`config.mk`:
```
export PLATFORM = sky130hd
export DESIGN_NAME = uart_tx_8n1_flat
export DESIGN_NICKNAME = d
export VERILOG_FILES = /design/src/rtl/uart_tx_8n1_if.sv /design/src/rtl/uart_tx_8n1.sv /design/src/flat_wrapper.sv
export SDC_FILE = /design/constraint.sdc
export NUM_CORES = 1
export LEC_CHECK = 0
export BUFFER_PORTS_ARGS = -buffer_cell sky130_fd_sc_hd__buf_2
export CORE_MARGIN = 5
export CORE_UTILIZATION = 35
export DETAILED_ROUTE_END_ITERATION = 6
export MAX_ROUTING_LAYER = met4
export SYNTH_ARGS = -nofsm -noshare
export SYNTH_HDL_FRONTEND = slang
export SYNTH_SLANG_ARGS = --single-unit
export TNS_END_PERCENT = 50
```
`constraint.sdc`:
```
create_clock -name clk -period 2.1 [get_ports clk]
set_clock_uncertainty 0.1 [all_clocks]
set_input_delay 0.21 -clock clk [delete_from_list [all_inputs] [get_ports clk]]
set_output_delay 0.21 -clock clk [all_outputs]
set_load 0.05 [all_outputs]
```
`src/rtl/uart_tx_8n1_if.sv`:
```
// rtl/uart_tx_8n1_if.sv - byte request / serial status bundle between an ASCII sender and uart_tx_8n1
interface uart_tx_8n1_if;
    logic       start;
    logic [7:0] tx_data;
    logic       tx;
    logic       tx_busy;
    logic       tx_done;

    modport master (output start, tx_data, input tx, tx_busy, tx_done);
    modport slave  (input start, tx_data, output tx, tx_busy, tx_done);
endinterface

```
`src/rtl/uart_tx_8n1.sv`:
```
// rtl/uart_tx_8n1.sv - 8N1 UART transmitter with internal baud divider; UART_TX_PARITY_EN adds an even-parity bit (8E1)
module uart_tx_8n1 #(
    parameter int CLK_FREQ   = 100_000_000,
    parameter int BAUD       = 9600,
    parameter int BIT_CYCLES = CLK_FREQ / BAUD
) (
    input  logic          clk,
    input  logic          rst,
    uart_tx_8n1_if.slave  bus
);
    localparam int              CNT_W    = $clog2(BIT_CYCLES);
    localparam logic [CNT_W-1:0] CNT_LAST = CNT_W'(BIT_CYCLES - 1);

`ifdef UART_TX_PARITY_EN
    typedef enum logic [2:0] {IDLE, START, DATA, PARITY, STOP} state_t;
`else
    typedef enum logic [2:0] {IDLE, START, DATA, STOP} state_t;
`endif

    state_t           state_q, state_d;
    logic [CNT_W-1:0] cnt_q, cnt_d;
    logic [2:0]       idx_q, idx_d;
    logic [7:0]       shift_q, shift_d;
    logic             tx_q, tx_d;
    logic             busy_q, busy_d;
    logic             done_q, done_d;
`ifdef UART_TX_PARITY_EN
    logic             parity_q, parity_d;
`endif
    logic             bit_end;

    always_comb begin
        state_d = state_q;
        cnt_d   = cnt_q;
        idx_d   = idx_q;
        shift_d = shift_q;
        tx_d    = tx_q;
        busy_d  = busy_q;
        done_d  = 1'b0;
`ifdef UART_TX_PARITY_EN
        parity_d = parity_q;
`endif
        bit_end = (cnt_q == CNT_LAST);

        // The divider free-runs within a frame and restarts at every bit boundary.
        if (state_q != IDLE) begin
            cnt_d = bit_end ? '0 : cnt_q + CNT_W'(1);
        end

        case (state_q)
            IDLE: begin
                tx_d   = 1'b1;
                busy_d = 1'b0;
                if (bus.start) begin
                    state_d = START;
                    shift_d = bus.tx_data;
                    tx_d    = 1'b0;
                    busy_d  = 1'b1;
                    cnt_d   = '0;
                    idx_d   = 3'd0;
`ifdef UART_TX_PARITY_EN
                    parity_d = ^bus.tx_data;
`endif
                end
            end
            START: begin
                if (bit_end) begin
                    state_d = DATA;
                    tx_d    = shift_q[0];
                    idx_d   = 3'd0;
                end
            end
            DATA: begin
                if (bit_end) begin
                    shift_d = {1'b0, shift_q[7:1]};
                    if (idx_q == 3'd7) begin
`ifdef UART_TX_PARITY_EN
                        state_d = PARITY;
                        tx_d    = parity_q;
`else
                        state_d = STOP;
                        tx_d    = 1'b1;
`endif
                    end else begin
                        idx_d = idx_q + 3'd1;
                        tx_d  = shift_q[1];
                    end
                end
            end
`ifdef UART_TX_PARITY_EN
            PARITY: begin
                if (bit_end) begin
                    state_d = STOP;
                    tx_d    = 1'b1;
                end
            end
`endif
            STOP: begin
                if (bit_end) begin
                    state_d = IDLE;
                    tx_d    = 1'b1;
                    busy_d  = 1'b0;
                    done_d  = 1'b1;
                end
            end
            default: begin
                state_d = IDLE;
                tx_d    = 1'b1;
                busy_d  = 1'b0;
            end
        endcase
    end

    always_ff @(posedge clk) begin
        if (rst) begin
            state_q <= IDLE;
            cnt_q   <= '0;
            idx_q   <= 3'd0;
            shift_q <= 8'h00;
            tx_q    <= 1'b1;
            busy_q  <= 1'b0;
            done_q  <= 1'b0;
`ifdef UART_TX_PARITY_EN
            parity_q <= 1'b0;
`endif
        end else begin
            state_q <= state_d;
            cnt_q   <= cnt_d;
            idx_q   <= idx_d;
            shift_q <= shift_d;
            tx_q    <= tx_d;
            busy_q  <= busy_d;
            done_q  <= done_d;
`ifdef UART_TX_PARITY_EN
            parity_q <= parity_d;
`endif
        end
    end

    assign bus.tx      = tx_q;
    assign bus.tx_busy = busy_q;
    assign bus.tx_done = done_q;
endmodule

```
`src/flat_wrapper.sv`:
```
// flat-port wrapper written by rule: the top's interface ports become plain ports
module uart_tx_8n1_flat 
#(
    parameter int CLK_FREQ   = 100_000_000,
    parameter int BAUD       = 9600,
    parameter int BIT_CYCLES = CLK_FREQ / BAUD
)
  (clk, rst, bus_start, bus_tx_data, bus_tx, bus_tx_busy, bus_tx_done);
  uart_tx_8n1_if bus_i ();
  input  logic clk;
  input  logic rst;
  input wire logic [$bits(bus_i.start)-1:0] bus_start;
  input wire logic [$bits(bus_i.tx_data)-1:0] bus_tx_data;
  output wire logic [$bits(bus_i.tx)-1:0] bus_tx;
  output wire logic [$bits(bus_i.tx_busy)-1:0] bus_tx_busy;
  output wire logic [$bits(bus_i.tx_done)-1:0] bus_tx_done;
  assign bus_i.start = bus_start;
  assign bus_i.tx_data = bus_tx_data;
  assign bus_tx = bus_i.tx;
  assign bus_tx_busy = bus_i.tx_busy;
  assign bus_tx_done = bus_i.tx_done;
  uart_tx_8n1 #(.CLK_FREQ(CLK_FREQ), .BAUD(BAUD), .BIT_CYCLES(BIT_CYCLES)) u_core (.clk(clk), .rst(rst), .bus(bus_i));
endmodule
```
==> qor.txt, run 1 <==
Global route overflow -> 0
Share of the synthesized area in the top cell type -> 37.5%
First drt pass iteration count -> 4
Max Cap Viol -> 0
# H-tree levels -> 2
RSZ-0062 raised after global routing -> yes
Drt drc -> 0
Crit-path max FO -> 7
Crit path time final -> 2060 ps
Syn_nets -> 206
Largest net degree at the start of global routing -> 19
Initial antenna violation count -> 0
Reg clk slew, reported paths -> 70 ps
Synth Warn # -> 0
GR Util met2 -> 22.0%
Layout cells sized above 1 -> 24.0%
Final design area excluding fillers -> 0.00200 mm²
Die width -> 77.6 µm
Worst path required time -> 2230 ps
Area grow syn2layout -> 25.3%
Number of filler instances in the final layout -> 435
CP Capture Type -> register
Synth Register Bits -> 30
Post-synthesis async set-or-reset flop share -> 0%
Vias per cell -> 5.47
Die area -> 0.00602 mm²
Largest area contributor in the netlist -> dfxtp_1
IO Port Bufs -> 13
Placed Instance Area -> 0.00185 mm²
Met1 Use GR -> 18.3%
Period utilization -> 98.1%
Top post-synthesis cells by count -> dfxtp_1 (30), nor2_1 (22), nand2_1 (13), a31oi_1 (12), nand3_1 (12)
Number of flops mapped to enable cells by yosys -> 0
Final HPWL DP -> 2830 µm
Fmax -> 485 MHz
Routed wire per std cell -> 14.2 µm
Root Driver -> clkbuf_8
Worst hold path class -> input port to register
Maximum vdd drop -> 0.000404 V
Vias in the first global route -> 1486
Comb power frac -> 44.3%
First-pass GRT wire length -> 6910 µm
CTS tree -> built
Detail Route Antenna Nets -> 0
Synth Cell Area -> 0.00160 mm²
Core Footprint -> 0.00438 mm²
Final setup fails -> 0
Pwr dens -> 1230 mW/mm²
Row cnt -> 24
Total track usage -> 14.4%
Initial core utilization -> 36.5%
Die span in y -> 77.6 µm
Clock sink total -> 30
Clk buf depth -> 2
Switching power -> 907 µW
CTS Hold Buffers Added -> 0
Most Crowded Layer GR -> met2
Setup CP Type -> register to register
Worst slew margin -> 75.1%
Synth cell types -> 36
Sequential area share after synthesis -> 37.5%
Switch share -> 36.9%
Final hold slack -> 177 ps
Syn Area/Cell -> 8.56 µm²
Worst Setup Start Kind -> register
Top-Level Pins -> 14
Top-count cell post-synth -> dfxtp_1
Syn Inst Count -> 187
M3 GR Usage -> 3.24%
Diodes inserted -> 0
DR vias -> 1493
Nets -> 239
Hold Fails Final Rpt -> 0
Initial drt markers -> 131
Slew @ Worst Pin -> 373 ps
LEAKAGE -> 0.000798 µW
Post-route setup TNS -> 0 ps
GP Congestion -> 0.848
Seq pwr share -> 32.2%
CTS Buf Count -> 5
Status -> finished, final reports clean
CP arrival -> 2190 ps
Clock Power Share -> 23.5%
Total power -> 2460 µW
Area contributors post-synth -> dfxtp_1 (38%), ha_1 (6.3%), nor2_1 (5.2%)
Max-slew violations -> 0
Clock latency on the worst-skew pair -> 280 ps
Internal power -> 1550 µW
Synth Flop Type -> dfxtp_1
Post-Route WL -> 3880 µm
per-layer routing:
layer / vias up / share of wire (%)
met1: 693 / 47
li1: 765 / -
met4: 0 / 2.0
met2: 30 / 47
met3: 5 / 3.7
met5: - / 0
logic make-up (layout without fill, tap and decap cells):
logic type | Yosys count | after routing | synth area share [%]
muxes | 7 | 7 | 4.46
adders and majority gates | 8 | 8 | 6.26
buffers and inverters | 18 | 52 | 4.30
AOI/OAI and AO/OA | 43 | 43 | 20.7
and+or+nand+nor | 79 | 79 | 25.6
DFF | 30 | 30 | 37.5
xor gates and xnor gates | 2 | 2 | 1.09
power groups by stage:
stage / combinational, µW / clock, µW / sequential (µW)
5_1_grt: 1230 / 626 / 809
3_3_place_gp: 1010 / 0 / 804
3_5_place_dp: 1020 / 0 / 803
2_1_floorplan: 657 / 0 / 861
6_report: 1090 / 578 / 793
4_1_cts: 1060 / 590 / 793
cells in the final DEF (no fill, tap or decap), drive strengths merged, types with 2 or more instances in the layout:
cell type  instances
a211oi             2
a21oi              6
a22oi              2
a31oi             12
and3               3
buf               35
clkbuf             5
clkinv             2
dfxtp             30
ha                 8
inv                9
mux2i              6
nand2             13
nand2b             4
nand3             12
nand3b             3
nand4              2
nor2              22
nor2b              2
nor3               3
nor4               4
o211a              2
o21ai              5
o221a              7
o311a              2
or3                5
or4                5
xnor2              2
sequential cells by signal, summed over array words and instances (netlist names):
signal / flops
u_core.bus.tx_done: 1
u_core.shift_q: 8
u_core.idx_q: 3
u_core.bus.tx: 1
u_core.cnt_q: 14
u_core.state_q: 2
u_core.bus.tx_busy: 1
what timing repair did:
action | CTS | global route
setup endpoints to repair | 9 | 11
pin swaps | 3 | 6
setup buffers | 1 | 0
gates cloned | 0 | 0
resized for setup | 4 | 3
hold endpoints to repair | 0 | 0
layout make-up:
cell class                      instances  area (µm²)  area share (%)
Sequential cell                        30         602            30.0
Clock inverter                          3        40.0            2.00
Tap cell                               52        65.1            3.25
Timing Repair Buffer                   35         230            11.5
Clock buffer                            5        68.8            3.43
Inverter                                9        33.8            1.69
Multi-Input combinational cell        139         965            48.1
worst paths after layout:
check | startpoint | end | slack (ps) | cells past startpoint
setup / recovery | u_core.cnt_q[10]$_SDFF_PP0_ | u_core.shift_q[3]$_SDFFE_PP0P_ | 40 | 4
setup reg to reg | u_core.cnt_q[10]$_SDFF_PP0_ | u_core.shift_q[3]$_SDFFE_PP0P_ | 40 | 4
hold reg to reg | u_core.bus.tx_busy$_SDFFE_PP0P_ | u_core.bus.tx_busy$_SDFFE_PP0P_ | 360 | 2
hold / removal | bus_start | u_core.bus.tx_busy$_SDFFE_PP0P_ | 180 | 3
per-stage QoR:
stage / setup WS (ps) / utilization (%) / std cells
after floorplan: 18.4 / - / 187
after global placement: -23.2 / 42.3 / 264
after detailed placement: -59.0 / 42.3 / 264
after CTS: 7.40 / 45.3 / 273
after global routing: -56.2 / 45.7 / 273
final: 39.2 / 45.7 / 273
worst max-delay path: stages, from the launching register on:
cell and delay, ps:
dfxtp_2 320, or4_4 520, or4_4 470, o31ai_4 360, o221a_1 240
Note: power is estimated with default switching activity, not from simulation.
==> run 2, diff against run 1 <==
--- a/config.mk
+++ b/config.mk
@@ -5,6 +5,7 @@
 export SDC_FILE = /design/constraint.sdc
 export NUM_CORES = 1
 export LEC_CHECK = 0
+export ABC_AREA = 1
 export BUFFER_PORTS_ARGS = -buffer_cell sky130_fd_sc_hd__buf_2
 export CORE_MARGIN = 5
 export CORE_UTILIZATION = 35
==> constraint.sdc (replaced) <==
create_clock -name clk -period 1.7 [get_ports clk]
set_clock_uncertainty 0.1 [all_clocks]
set_input_delay 0.17 -clock clk [delete_from_list [all_inputs] [get_ports clk]]
set_output_delay 0.17 -clock clk [all_outputs]
set_load 0.05 [all_outputs]
==> qor.txt, run 2 <==
Top-Level Pins -> 14
Routed wire per std cell -> 11.4 µm
Root Driver -> clkbuf_8
GP Congestion -> 0.825
Syn Inst Count -> 246
CP Capture Type -> register
Syn_nets -> 265
CP arrival -> 1690 ps
Vias in the first global route -> 1433
Global route overflow -> 0
Max Cap Viol -> 0
Commonest cells after routing, fill and taps aside -> nand2_1 (61), dfxtp_1 (28), nand3_1 (26), a21oi_1 (26), nor2_1 (25)
Worst slew margin -> 77.1%
Biggest regs -> u_core.cnt_q x14, u_core.shift_q x8, u_core.idx_q x3
Largest area contributor in the netlist -> dfxtp_1
Final hold slack -> 92.0 ps
Crit-path max FO -> 6
Largest Register -> u_core.cnt_q
Diodes inserted -> 0
Area grow syn2layout -> 19.6%
LEAKAGE -> 0.000889 µW
Final design area excluding fillers -> 0.00212 mm²
Period utilization -> 95.0%
Vias per cell -> 4.64
Adder-cell share of the synthesized area -> 5.65%
Maximum vdd drop -> 0.000777 V
Synth Register Bits -> 30
Die span in y -> 81.1 µm
Post-Place Worst Slack -> -20.4 ps
Total track usage -> 13.4%
First drt pass iteration count -> 4
Largest net degree at the start of global routing -> 16
CTS tree -> built
Final setup fails -> 0
Clock sink total -> 30
Number of filler instances in the final layout -> 521
Total power -> 3050 µW
Top-count cell post-synth -> nand2_1
Reg clk slew, reported paths -> 70 ps
Hold Fails Final Rpt -> 0
Row cnt -> 25
Layout cells sized above 1 -> 22.3%
Fmax -> 619 MHz
Placed Instance Area -> 0.00193 mm²
Share of the synthesized area in the top cell type -> 33.9%
Area contributors post-synth -> dfxtp_1 (34%), nand2_1 (13%), a21oi_1 (7.3%)
Die width -> 81.1 µm
CTS Buf Count -> 5
Setup CP Type -> register to register
Final worst slack -> 84.4 ps
Initial core utilization -> 36.8%
Compound-Gate Fraction of Synth Area -> 13.1%
Pwr dens -> 1440 mW/mm²
Synth Flop Type -> dfxtp_1
Xor and xnor area share after synthesis -> 1.98%
Post-Route WL -> 3880 µm
First-pass GRT wire length -> 6610 µm
Initial antenna violation count -> 0
IO Port Bufs -> 13
Drt drc -> 0
Worst Setup Start Kind -> register
Nets -> 291
Post-synthesis async set-or-reset flop share -> 0%
# H-tree levels -> 2
Simple-Gate Fraction of Synth Area -> 34.3%
Core Footprint -> 0.00482 mm²
Clock latency on the worst-skew pair -> 290 ps
Max-slew violations -> 0
Slew @ Worst Pin -> 341 ps
Largest family of logic cells by synthesized area -> simple AND/OR/NAND/NOR gates
Clk buf depth -> 2
Initial drt markers -> 58
Synth Warn # -> 0
Top post-synthesis cells by count -> nand2_1 (62), dfxtp_1 (30), nor2_1 (28), a21oi_1 (26), nand3_1 (26)
Crit path time final -> 1620 ps
Commonest non-fill, non-tap cell in the layout -> nand2_1
Synth Cell Area -> 0.00177 mm²
Number of flops mapped to enable cells by yosys -> 0
Synth cell types -> 33
Worst hold path class -> input port to register
Final HPWL DP -> 2810 µm
Status -> finished, final reports clean
Syn Area/Cell -> 7.20 µm²
Max reg flops -> 14
Sequential area share after synthesis -> 33.9%
DR vias -> 1578
Worst path required time -> 1780 ps
CTS Hold Buffers Added -> 0
Post-synthesis mux area share -> 3.39%
Fin util -> 44.0%
Die area -> 0.00658 mm²
Detail Route Antenna Nets -> 0
## run 2: where the power goes
part	switching (µW)	leakage (µW)	internal, µW
sequential	85.8	0.000246	854
clock	284	0.0000514	437
combinational	833	0.000591	558
## run 2: through the flow
stage | cells | TNS (ps)
global route | 340 | -1.67
floorplan | 246 | 0
finish | 340 | 0
global placement | 329 | 0
CTS | 337 | 0
detailed placement | 329 | -20.4
## run 2: path summary, 6_finish.rpt
check	from	end	slack, ps	cells past startpoint
setup / recovery	u_core.state_q[0]$_SDFFE_PP0P_	u_core.state_q[1]$_SDFFE_PP0P_	80	7
hold / removal	bus_tx_data[7]	u_core.shift_q[7]$_SDFFE_PP0P_	90	3
setup reg to reg	u_core.state_q[0]$_SDFFE_PP0P_	u_core.state_q[1]$_SDFFE_PP0P_	80	7
hold reg to reg	u_core.bus.tx$_SDFFE_PP1P_	u_core.bus.tx$_SDFFE_PP1P_	360	2
## run 2: repair_timing
item | CTS | global route
setup buffers | 0 | 2
resized for setup | 1 | 14
endpoints found under the setup margin | 2 | 17
pin swaps | 0 | 3
gates cloned | 0 | 1
## run 2: kinds of logic (layout without fill, tap and decap cells)
| kind of cell | after synthesis | after routing |
|---|---|---|
| buf+inv | 26 | 52 |
| fa+ha+maj | 8 | 8 |
| compound gates | 39 | 39 |
| mux | 6 | 6 |
| simple gates | 133 | 134 |
| flops | 30 | 30 |
| xor+xnor | 4 | 4 |
## run 2: area by class of cell
| type | instances | area [µm²] | area share (%) |
|---|---|---|---|
| inverters | 19 | 76.3 | 3.60 |
| flip-flops and latches | 30 | 606 | 28.6 |
| multi-input cells | 191 | 1090 | 51.3 |
| clock inverters | 2 | 37.5 | 1.77 |
| well taps | 67 | 83.8 | 3.96 |
| repair buffers | 25 | 155 | 7.32 |
| clock buffers | 6 | 72.6 | 3.43 |
## run 2: layer usage
layer | track usage [%] | wire [µm] | up-vias
met3 | 3.66 | 95 | 6
met4 | 5.07 | 59 | 0
met2 | 18.6 | 1690 | 16
li1 | - | - | 859
met5 | - | 0 | -
met1 | 18.3 | 2040 | 697
## run 2: worst max-delay path, stage by stage, from the launching register on
cell and delay [ps]:
dfxtp_1 310, buf_4 140, ha_1 200, or2_2 340, o21ai_4 210, nand3_1 110
nand2_1 70, nor2_1 30
